## config.mk

```make
export PLATFORM = sky130hd
export DESIGN_NAME = adc_frame_buffer
export DESIGN_NICKNAME = d
export VERILOG_FILES = /design/src/rtl/adc_pkg.sv /design/src/rtl/adc_frame_buffer_ram.sv /design/src/rtl/adc_frame_buffer.sv
export SDC_FILE = /design/constraint.sdc
export NUM_CORES = 2
export LEC_CHECK = 0
export ABC_CLOCK_PERIOD_IN_PS = 7500
export CAP_MARGIN = 20
export CELL_PAD_IN_SITES_DETAIL_PLACEMENT = 0
export CELL_PAD_IN_SITES_GLOBAL_PLACEMENT = 1
export CORE_ASPECT_RATIO = 1.1
export CORE_UTILIZATION = 58
export DETAILED_ROUTE_END_ITERATION = 6
export GPL_ROUTABILITY_DRIVEN = 0
export GPL_TIMING_DRIVEN = 0
export PLACE_DENSITY_LB_ADDON = 0.25
export RECOVER_POWER = 100
export SETUP_SLACK_MARGIN = 0.05
export SLEW_MARGIN = 10
export SYNTH_ARGS = -nofsm -noshare
export SYNTH_HDL_FRONTEND = slang
export SYNTH_SLANG_ARGS = --single-unit
```

## constraint.sdc

```tcl
create_clock -name clk -period 7.5 [get_ports clk]
set_input_delay 0.75 -clock clk [delete_from_list [all_inputs] [get_ports clk]]
set_output_delay 0.75 -clock clk [all_outputs]
set_load 0.05 [all_outputs]
```

## src/rtl/adc_pkg.sv

```systemverilog
// Shared types, defaults and sample conversion for the ADC
// ping-pong frame buffer.
package adc_pkg;

  localparam int ADC_DATA_W    = 12;
  localparam int ADC_FRAME_LEN = 64;

  typedef enum logic {
    W_FILL,
    W_FULL
  } wr_state_t;

  typedef enum logic [1:0] {
    R_IDLE,
    R_PRIME,
    R_STREAM
  } rd_state_t;

  // Offset-binary to two's complement: flip the sign bit.
  function automatic logic [31:0] offset_to_signed(
    input logic [31:0] code,
    input int unsigned width
  );
    return code ^ (32'd1 << (width - 1));
  endfunction

endpackage

```

## src/rtl/adc_frame_buffer_ram.sv

```systemverilog
// Simple dual-port RAM holding both frame banks; registered read
// with read enable so the output word holds while idle.
module frame_ram #(
  parameter int DATA_W = 12,
  parameter int ADDR_W = 7
) (
  input  logic              clk,
  input  logic              we,
  input  logic [ADDR_W-1:0] waddr,
  input  logic [DATA_W-1:0] wdata,
  input  logic              re,
  input  logic [ADDR_W-1:0] raddr,
  output logic [DATA_W-1:0] rdata
);

  logic [DATA_W-1:0] mem [2**ADDR_W];

  always_ff @(posedge clk) begin
    if (we) mem[waddr] <= wdata;
    if (re) rdata <= mem[raddr];
  end

endmodule

```

## src/rtl/adc_frame_buffer.sv

```systemverilog
// ADC ping-pong frame buffer: fills one bank from the ADC strobe
// while the other bank streams out as a valid/ready frame.
module adc_frame_buffer
  import adc_pkg::*;
#(
  parameter int DATA_W    = ADC_DATA_W,
  parameter int FRAME_LEN = ADC_FRAME_LEN,
  parameter int DROP_W    = 8
) (
  input  logic              clk,
  input  logic              reset_n,
  input  logic [DATA_W-1:0] in_data,
  input  logic              in_valid,
  output logic [DATA_W-1:0] out_data,
  output logic              out_valid,
  input  logic              out_ready,
  output logic              out_last,
  output logic              overflow,
  output logic [DROP_W-1:0] dropped,
  output logic [15:0]       frames_out
);

  localparam int IDX_W = $clog2(FRAME_LEN);
  localparam logic [IDX_W-1:0] LAST = IDX_W'(FRAME_LEN - 1);

  wr_state_t         wr_state;
  rd_state_t         rd_state;
  logic              wr_bank;
  logic [IDX_W-1:0]  wr_idx;
  logic [IDX_W-1:0]  rd_idx;
  logic              fetch_done;
  logic              pf_valid;
  logic              pf_last;
  logic              swap;
  logic              we;
  logic              re;
  logic              drop;
  logic              load;
  logic              hs;
  logic [IDX_W:0]    waddr;
  logic [IDX_W:0]    raddr;
  logic [DATA_W-1:0] wdata;
  logic [DATA_W-1:0] rdata;

  assign swap  = (wr_state == W_FULL) && (rd_state == R_IDLE);
  assign we    = in_valid && ((wr_state == W_FILL) || swap);
  assign drop  = in_valid && !we;
  assign waddr = swap ? {~wr_bank, {IDX_W{1'b0}}}
                      : {wr_bank, wr_idx};
  assign wdata = DATA_W'(offset_to_signed(32'(in_data), DATA_W));

  // rdata doubles as the prefetch slot: it only advances when
  // the output register takes its word, so stalls lose nothing.
  assign hs    = out_valid && out_ready;
  assign load  = pf_valid && (!out_valid || out_ready);
  assign re    = swap
              || ((rd_state != R_IDLE) && !fetch_done
                  && (!pf_valid || load));
  assign raddr = swap ? {wr_bank, {IDX_W{1'b0}}}
                      : {~wr_bank, rd_idx};

  frame_ram #(
    .DATA_W (DATA_W),
    .ADDR_W (IDX_W + 1)
  ) u_ram (
    .clk   (clk),
    .we    (we),
    .waddr (waddr),
    .wdata (wdata),
    .re    (re),
    .raddr (raddr),
    .rdata (rdata)
  );

  always_ff @(posedge clk or negedge reset_n) begin
    if (!reset_n) begin
      wr_state <= W_FILL;
      wr_bank  <= 1'b0;
      wr_idx   <= '0;
      overflow <= 1'b0;
      dropped  <= '0;
    end else begin
      overflow <= drop;
      if (drop && (dropped != '1))
        dropped <= dropped + DROP_W'(1);
      if (swap) begin
        wr_bank  <= ~wr_bank;
        wr_idx   <= in_valid ? IDX_W'(1) : '0;
        wr_state <= W_FILL;
      end else if (we) begin
        wr_idx <= wr_idx + IDX_W'(1);
        if (wr_idx == LAST) wr_state <= W_FULL;
      end
    end
  end

  always_ff @(posedge clk or negedge reset_n) begin
    if (!reset_n) begin
      rd_state   <= R_IDLE;
      rd_idx     <= '0;
      fetch_done <= 1'b0;
      pf_valid   <= 1'b0;
      pf_last    <= 1'b0;
      out_data   <= '0;
      out_valid  <= 1'b0;
      out_last   <= 1'b0;
      frames_out <= '0;
    end else begin
      if (swap) begin
        rd_idx     <= IDX_W'(1);
        fetch_done <= 1'b0;
        pf_last    <= 1'b0;
      end else if (re) begin
        rd_idx     <= rd_idx + IDX_W'(1);
        fetch_done <= (rd_idx == LAST);
        pf_last    <= (rd_idx == LAST);
      end
      if (re)
        pf_valid <= 1'b1;
      else if (load)
        pf_valid <= 1'b0;
      if (load) begin
        out_data <= rdata;
        out_last <= pf_last;
      end
      unique case (rd_state)
        R_IDLE:
          if (swap) rd_state <= R_PRIME;
        R_PRIME: begin
          rd_state  <= R_STREAM;
          out_valid <= 1'b1;
        end
        R_STREAM:
          if (hs && out_last) begin
            rd_state   <= R_IDLE;
            out_valid  <= 1'b0;
            out_last   <= 1'b0;
            frames_out <= frames_out + 16'd1;
          end
        default:
          rd_state <= R_IDLE;
      endcase
    end
  end

endmodule

```

# After elaboration in Yosys (flattened, before gate mapping)
# Memories as Yosys holds them, arrays and structs flattened. A register that Yosys moved wholly into a read port is not among the register bits.
# Index checks and enable logic that the tools add are counted.
# word_totals
reg_bits	57
latch_bits	0
mem_bits_rw	1536
romBits	0
inputBits	16
output_inout_bits	39
n_memories	1
# op_classes
addsub	4
mul	0
n_div	0
magnitude_cmp	0
eq_ne	7
shift	0
n_mux	24
n_bitwise	3
reduce_logical	28
# mem_list
memory	depth	word_bits	read_ports	rd_ports_with_merged_regs	write_ports	line	rtl
u_ram.mem	128	12	1	1	1	adc_frame_buffer_ram.sv:16	logic [DATA_W-1:0] mem [2**ADDR_W];
# op_table
cell	n
2-to-1 mux 6 bit	4
adder 16 x 1 -> 16 bit (second input constant)	1
2-to-1 mux 1 bit	14
2-to-1 mux 7 bit	2
adder 6 x 1 -> 6 bit (second input constant)	2
equality test 6 bit (second input constant)	2
nonzero test 2 bit	6
logical AND 1 bit	9
adder 8 x 1 -> 8 bit (second input constant)	1
!= test 8 bit (second input constant)	1
AND reduction 2 bit	4
case mux 2 bit (3 select lines)	1
logical NOT 1 bit	4
logical OR 1 bit	4
2-to-1 mux 2 bit	2
!= test 2 bit (second input constant)	2
NOT 1 bit	3
equality test 2 x 1 -> 1 bit (second input constant)	1
equality test 2 bit (second input constant)	1
logical NOT 2 bit	1
case mux 1 bit (2 select lines)	1

# Depth between registers and ports, before layout
# logic_depth
ltp_word	8
ltp_mapped	12
mapped_depth_nobuf	8

# By module
# A second synthesis with hierarchy kept.
# hier_totals
hier_cells	2579
area_unflattened_um2	61845.6
# modules_own_cells
mod	instances	cells_each	area_per_inst_um2
frame_ram	1	2362	59248.1
adc_frame_buffer	1	217	2597.5

# Worst setup path before layout
# OpenSTA, ideal clock, no wires.
# synth_path
path_type	register to register
startpoint	reg rd_state[0]
endpoint	mem u_ram.mem[112][0], enable pin
setup_time_ns	0.380
t_arrival_ns	2.580
slack_ns	4.540
path_stages_with_launch	11
synth_period_minus_slack_ns	2.960
path_cell_list	dfrtp_1 -> or3b_1 -> buf_6 -> inv_2 -> buf_6 -> buf_4 -> buf_4 -> buf_2 -> o21ai_1 -> clkbuf_1 -> nor2_1
# synth_between
elab_chain_cells	6
word_cells_on_any_way	7
# synth_lines
item	line	rtl
start: declaration	adc_frame_buffer.sv:27	rd_state_t rd_state;
start signal: assignment	adc_frame_buffer.sv:99	rd_state <= R_IDLE;
start signal: assignment	adc_frame_buffer.sv:128	if (swap) rd_state <= R_PRIME;
start signal: assignment	adc_frame_buffer.sv:130	rd_state <= R_STREAM;
logical NOT 2 bit (*)	adc_frame_buffer.sv:45	assign swap = (wr_state == W_FULL) && (rd_state == R_IDLE);
logical AND 1 bit (*)	adc_frame_buffer.sv:45	
logical OR 1 bit	adc_frame_buffer.sv:46	assign we = in_valid && ((wr_state == W_FILL) || swap);
logical AND 1 bit	adc_frame_buffer.sv:46	
2-to-1 mux 1 bit	adc_frame_buffer_ram.sv:19	if (we) mem[waddr] <= wdata;
2-to-1 mux 1 bit (implied by the code)	adc_frame_buffer_ram.sv:19	
end: declaration	adc_frame_buffer_ram.sv:16	
# Every way passes the cells marked *; elsewhere a longest branch is shown, timed or not.

# Final worst setup path
# layout_path
startpoint	reg rd_state[0]
endpoint	mem u_ram.mem[56][8], enable pin
# The elaborated chain is that of the path after synthesis.

==> flow_summary_export.csv <==
group,metric,value,unit
global_routing,grt_use_met3,0.122,
synthesis,synth_area_leader_cell,"edfxtp_1",
power,p_comb_frac,0.359,
sta,maxSlewViolCount,1600,
hold_path,hold_path_class,"register to register",
floorplanning,design.die.area,0.112,sq mm
drt,drt_iter0_markers,7126,
power,p_sw_frac,0.390,
sta,skew,34.1,ps
sta,hold_viol,0,
power,peakVddDrop,272,uV
floorplanning,rows,127,
synthesis,synth_most_common_cell,"edfxtp_1",
floorplanning,core-area,0.109,sq mm
clock_network,cts_buffer_depth,3,
sta,period_share,0.878,
global_routing,grt_overflow,0,
synthesis,yosysSeqAreaShare,0.749,
worst_setup_path,path_cells,"or3b_1 -> clkbuf_1 -> inv_1 -> buf_6 -> clkbuf_1 -> clkbuf_1 -> buf_2 -> o21ai_1 -> clkbuf_1 -> nor2_1 -> clkbuf_1",
synthesis,syn_avg_cell_area,15.7,sq um
worst_setup_path,cp-end-kind,"register",
drt,drtPass1Iterations,6,
global_routing,grt_use_met2,0.556,
synthesis,ys.warnings.count,0,
synthesis,synthTopCellsByArea,"edfxtp_1 (73%), mux2i_1 (4.8%), dfrtp_1 (2.2%), mux2_2 (2.1%), nor2_1 (1.9%)",
power,p_sw,11.0,mW
sta,rsz0062_at_grt,"no",
synthesis,synth_edf_count,1548,
drt,via_per_inst,6.94,
global_routing,grt_pass1_wl,292000,um
synthesis,synth-main-ff-cell,"edfxtp_1",
global_routing,grt_pass1_vias,39167,
sta,setup_viol,0,
clock_network,cts_buffers,157,
worst_setup_path,critPathKind,"register to register",
synthesis,async_reset_ff_frac,0.0355,
power,p_per_area,392,mW/mm^2
sta,fin_tns_setup,0,ps
global_routing,antenna_found_initial,9,
floorplanning,initial_utilization,0.586,
drt,wl_per_cell,35.6,um
clock_network,post-cts-setup-buffers,0,
clock_network,insertion_delay,820,ps
clock_network,clkTransAtPathRegs,60,ps
drt,via_count,41404,
drt,drc,0,
sta,max_freq,152,MHz
synthesis,netlist_area,0.0640,sq mm
worst_setup_path,cp_max_fo,10,
sta,worst_pin_slew,4390,ps
worst_setup_path,startpoint_type,"register",
flow_run,drv_cap,32,
clock_network,tritoncts,"done",
synthesis,synth_top_area_frac,0.727,
worst_setup_path,timing.critical_path.slowest_stage_cell,"nor2_1",
drt,routed_wl,212000,um
synthesis,synthTopCellsByCount,"edfxtp_1 (1548), nor2_1 (319), mux2i_1 (308)",
worst_setup_path,required,7940,ps
power,internal-power,17.2,mW
clock_network,ctsHtreeMaxLevel,4,
finish,nets,4436,
finish,finalNonFillerCells,5966,
power,seq_power_share,0.366,
clock_network,cts_root_buf,"clkbuf_16",
clock_network,cts.sinks,1605,
finish,synthToLayoutAreaGrowth,12.2,%
status,violations,"max-capacitance violations, max-slew violations",
sta,post-route-min-period,6590,ps
sta,slew_headroom,-1.93,
status,status,"finished with violations",
synthesis,postSynthCellCount,4074,
placement,port_buffers,54,
power,p_leak,23.9,nW
synthesis,ys_ff_latch,1605,
worst_setup_path,cp_data_arrival_time,7020,ps
clock_network,hold_buffers,1,
worst_setup_path,slowest_delay,750,ps
power,pwr-share-clk,0.275,
floorplanning,die_x,319,um
floorplanning,ios,55,
placement,place_inst,5650,
finish,utilization,0.658,
clock_network,post_cts_resized,0,
finish,drive_gt1_frac,0.113,
global_routing,grt_usage,0.380,
synthesis,synthDistinctLibCells,75,
global_routing,grt_max_degree,97,
drt,ant_nets,0,
placement,hpwl,144000,um
synthesis,syn_nets,4094,
global_routing,use_met1,0.483,
floorplanning,fp.dieH,350,um
global_routing,grt_most_used_layer,"met2",
worst_setup_path,path_common_cell,"clkbuf_1",
-- area by class of cell --
cell class	count	area [sq um]
multi-input combinational	2167	14600
clock inverter	87	888
buffer	280	1310
antenna	2	5.00
tap	1419	1780
sequential	1605	47900
fill	7794	37400
timing repair buffer	183	1070
clock buffer	201	4110
inverter	22	83.8
-- critical path, delay by kind of cell, from the launching register on --
family                 cells  cell delay [ps]
and+or+nand+nor            2             1290
DFF                        1              450
buffers and inverters      8             3910
AOI/OAI and AO/OA          1              520
-- cell usage in the layout (no fill, tap or decap), types with 36 or more instances in the layout --
master / instances
a21oi_1: 188
mux2_2: 120
o22ai_1: 114
buf_2: 113
dfrtp_1: 57
nand3_1: 95
o221ai_1: 127
clkbuf_16: 157
edfxtp_1: 1548
nor2_1: 317
a211oi_1: 47
dlygate4sd3_1: 41
nand2_1: 294
mux2i_1: 308
a31oi_1: 37
o21ai_0: 63
clkbuf_1: 294
clkinv_1: 36
-- path summary, 6_finish.rpt --
kind | cells past startpoint | to | start | slack (ps)
max | 11 | u_ram.mem[56][8]$_DFFE_PP_ | rd_state[0]$_DFFE_PN0P_ | 910
min | 1 | frames_out[15]$_DFFE_PN0P_ | frames_out[15]$_DFFE_PN0P_ | 470
max reg2reg | 11 | u_ram.mem[56][8]$_DFFE_PP_ | rd_state[0]$_DFFE_PN0P_ | 910
min reg2reg | 1 | frames_out[15]$_DFFE_PN0P_ | frames_out[15]$_DFFE_PN0P_ | 470
max in group asynchronous | 3 | out_data[5]$_DFFE_PN0P_ | reset_n | 3330
min in group asynchronous | 2 | frames_out[7]$_DFFE_PN0P_ | reset_n | 480
-- power groups by stage --
stage	clock network, mW	logic (mW)	registers [mW]
2_1_floorplan	0	4.98	10.6
3_3_place_gp	0	9.38	10.5
3_5_place_dp	0	9.56	10.5
4_1_cts	7.74	9.61	10.3
5_1_grt	8.09	10.1	10.3
6_report	7.75	10.1	10.3
-- flip-flops by register name, summed over array words and instances (netlist names) --
name,cells
frames_out,16
wr_bank,1
u_ram.rdata,12
u_ram.mem,1536
rd_state,2
wr_idx,6
out_valid,1
rd_idx,6
out_data,12
pf_valid,1
out_last,1
pf_last,1
overflow,1
dropped,8
wr_state,1
-- through the flow --
step | setup WS (ps) | hold slack (ps) | instance area (sq um) | power, mW
after floorplan | 4540 | 454 | 64000 | 15.6
after global placement | 1210 | 461 | 66300 | 19.9
after detailed placement | 2580 | 471 | 67500 | 20.0
after CTS | 2580 | 319 | 72500 | 27.6
after global routing | 1220 | 504 | 71800 | 28.5
final | 914 | 475 | 71800 | 28.1
-- kinds of logic (layout without fill, tap and decap cells) --
group	Yosys count	in the layout	synth area share
other cells	0	2	0
fa+ha+maj	4	4	0.000782
xor+xnor	31	31	0.00424
mux	441	441	0.0739
compound gates	819	819	0.0901
buf+inv	302	773	0.0223
simple gates	872	872	0.0598
flops	1605	1605	0.749
-- routing by layer --
metal	share of wire	up-vias
li1	-	16758
met3	0.14	766
met5	0.00026	-
met1	0.35	20457
met2	0.43	3415
met4	0.083	8
Note: power is estimated with default switching activity, not from simulation.
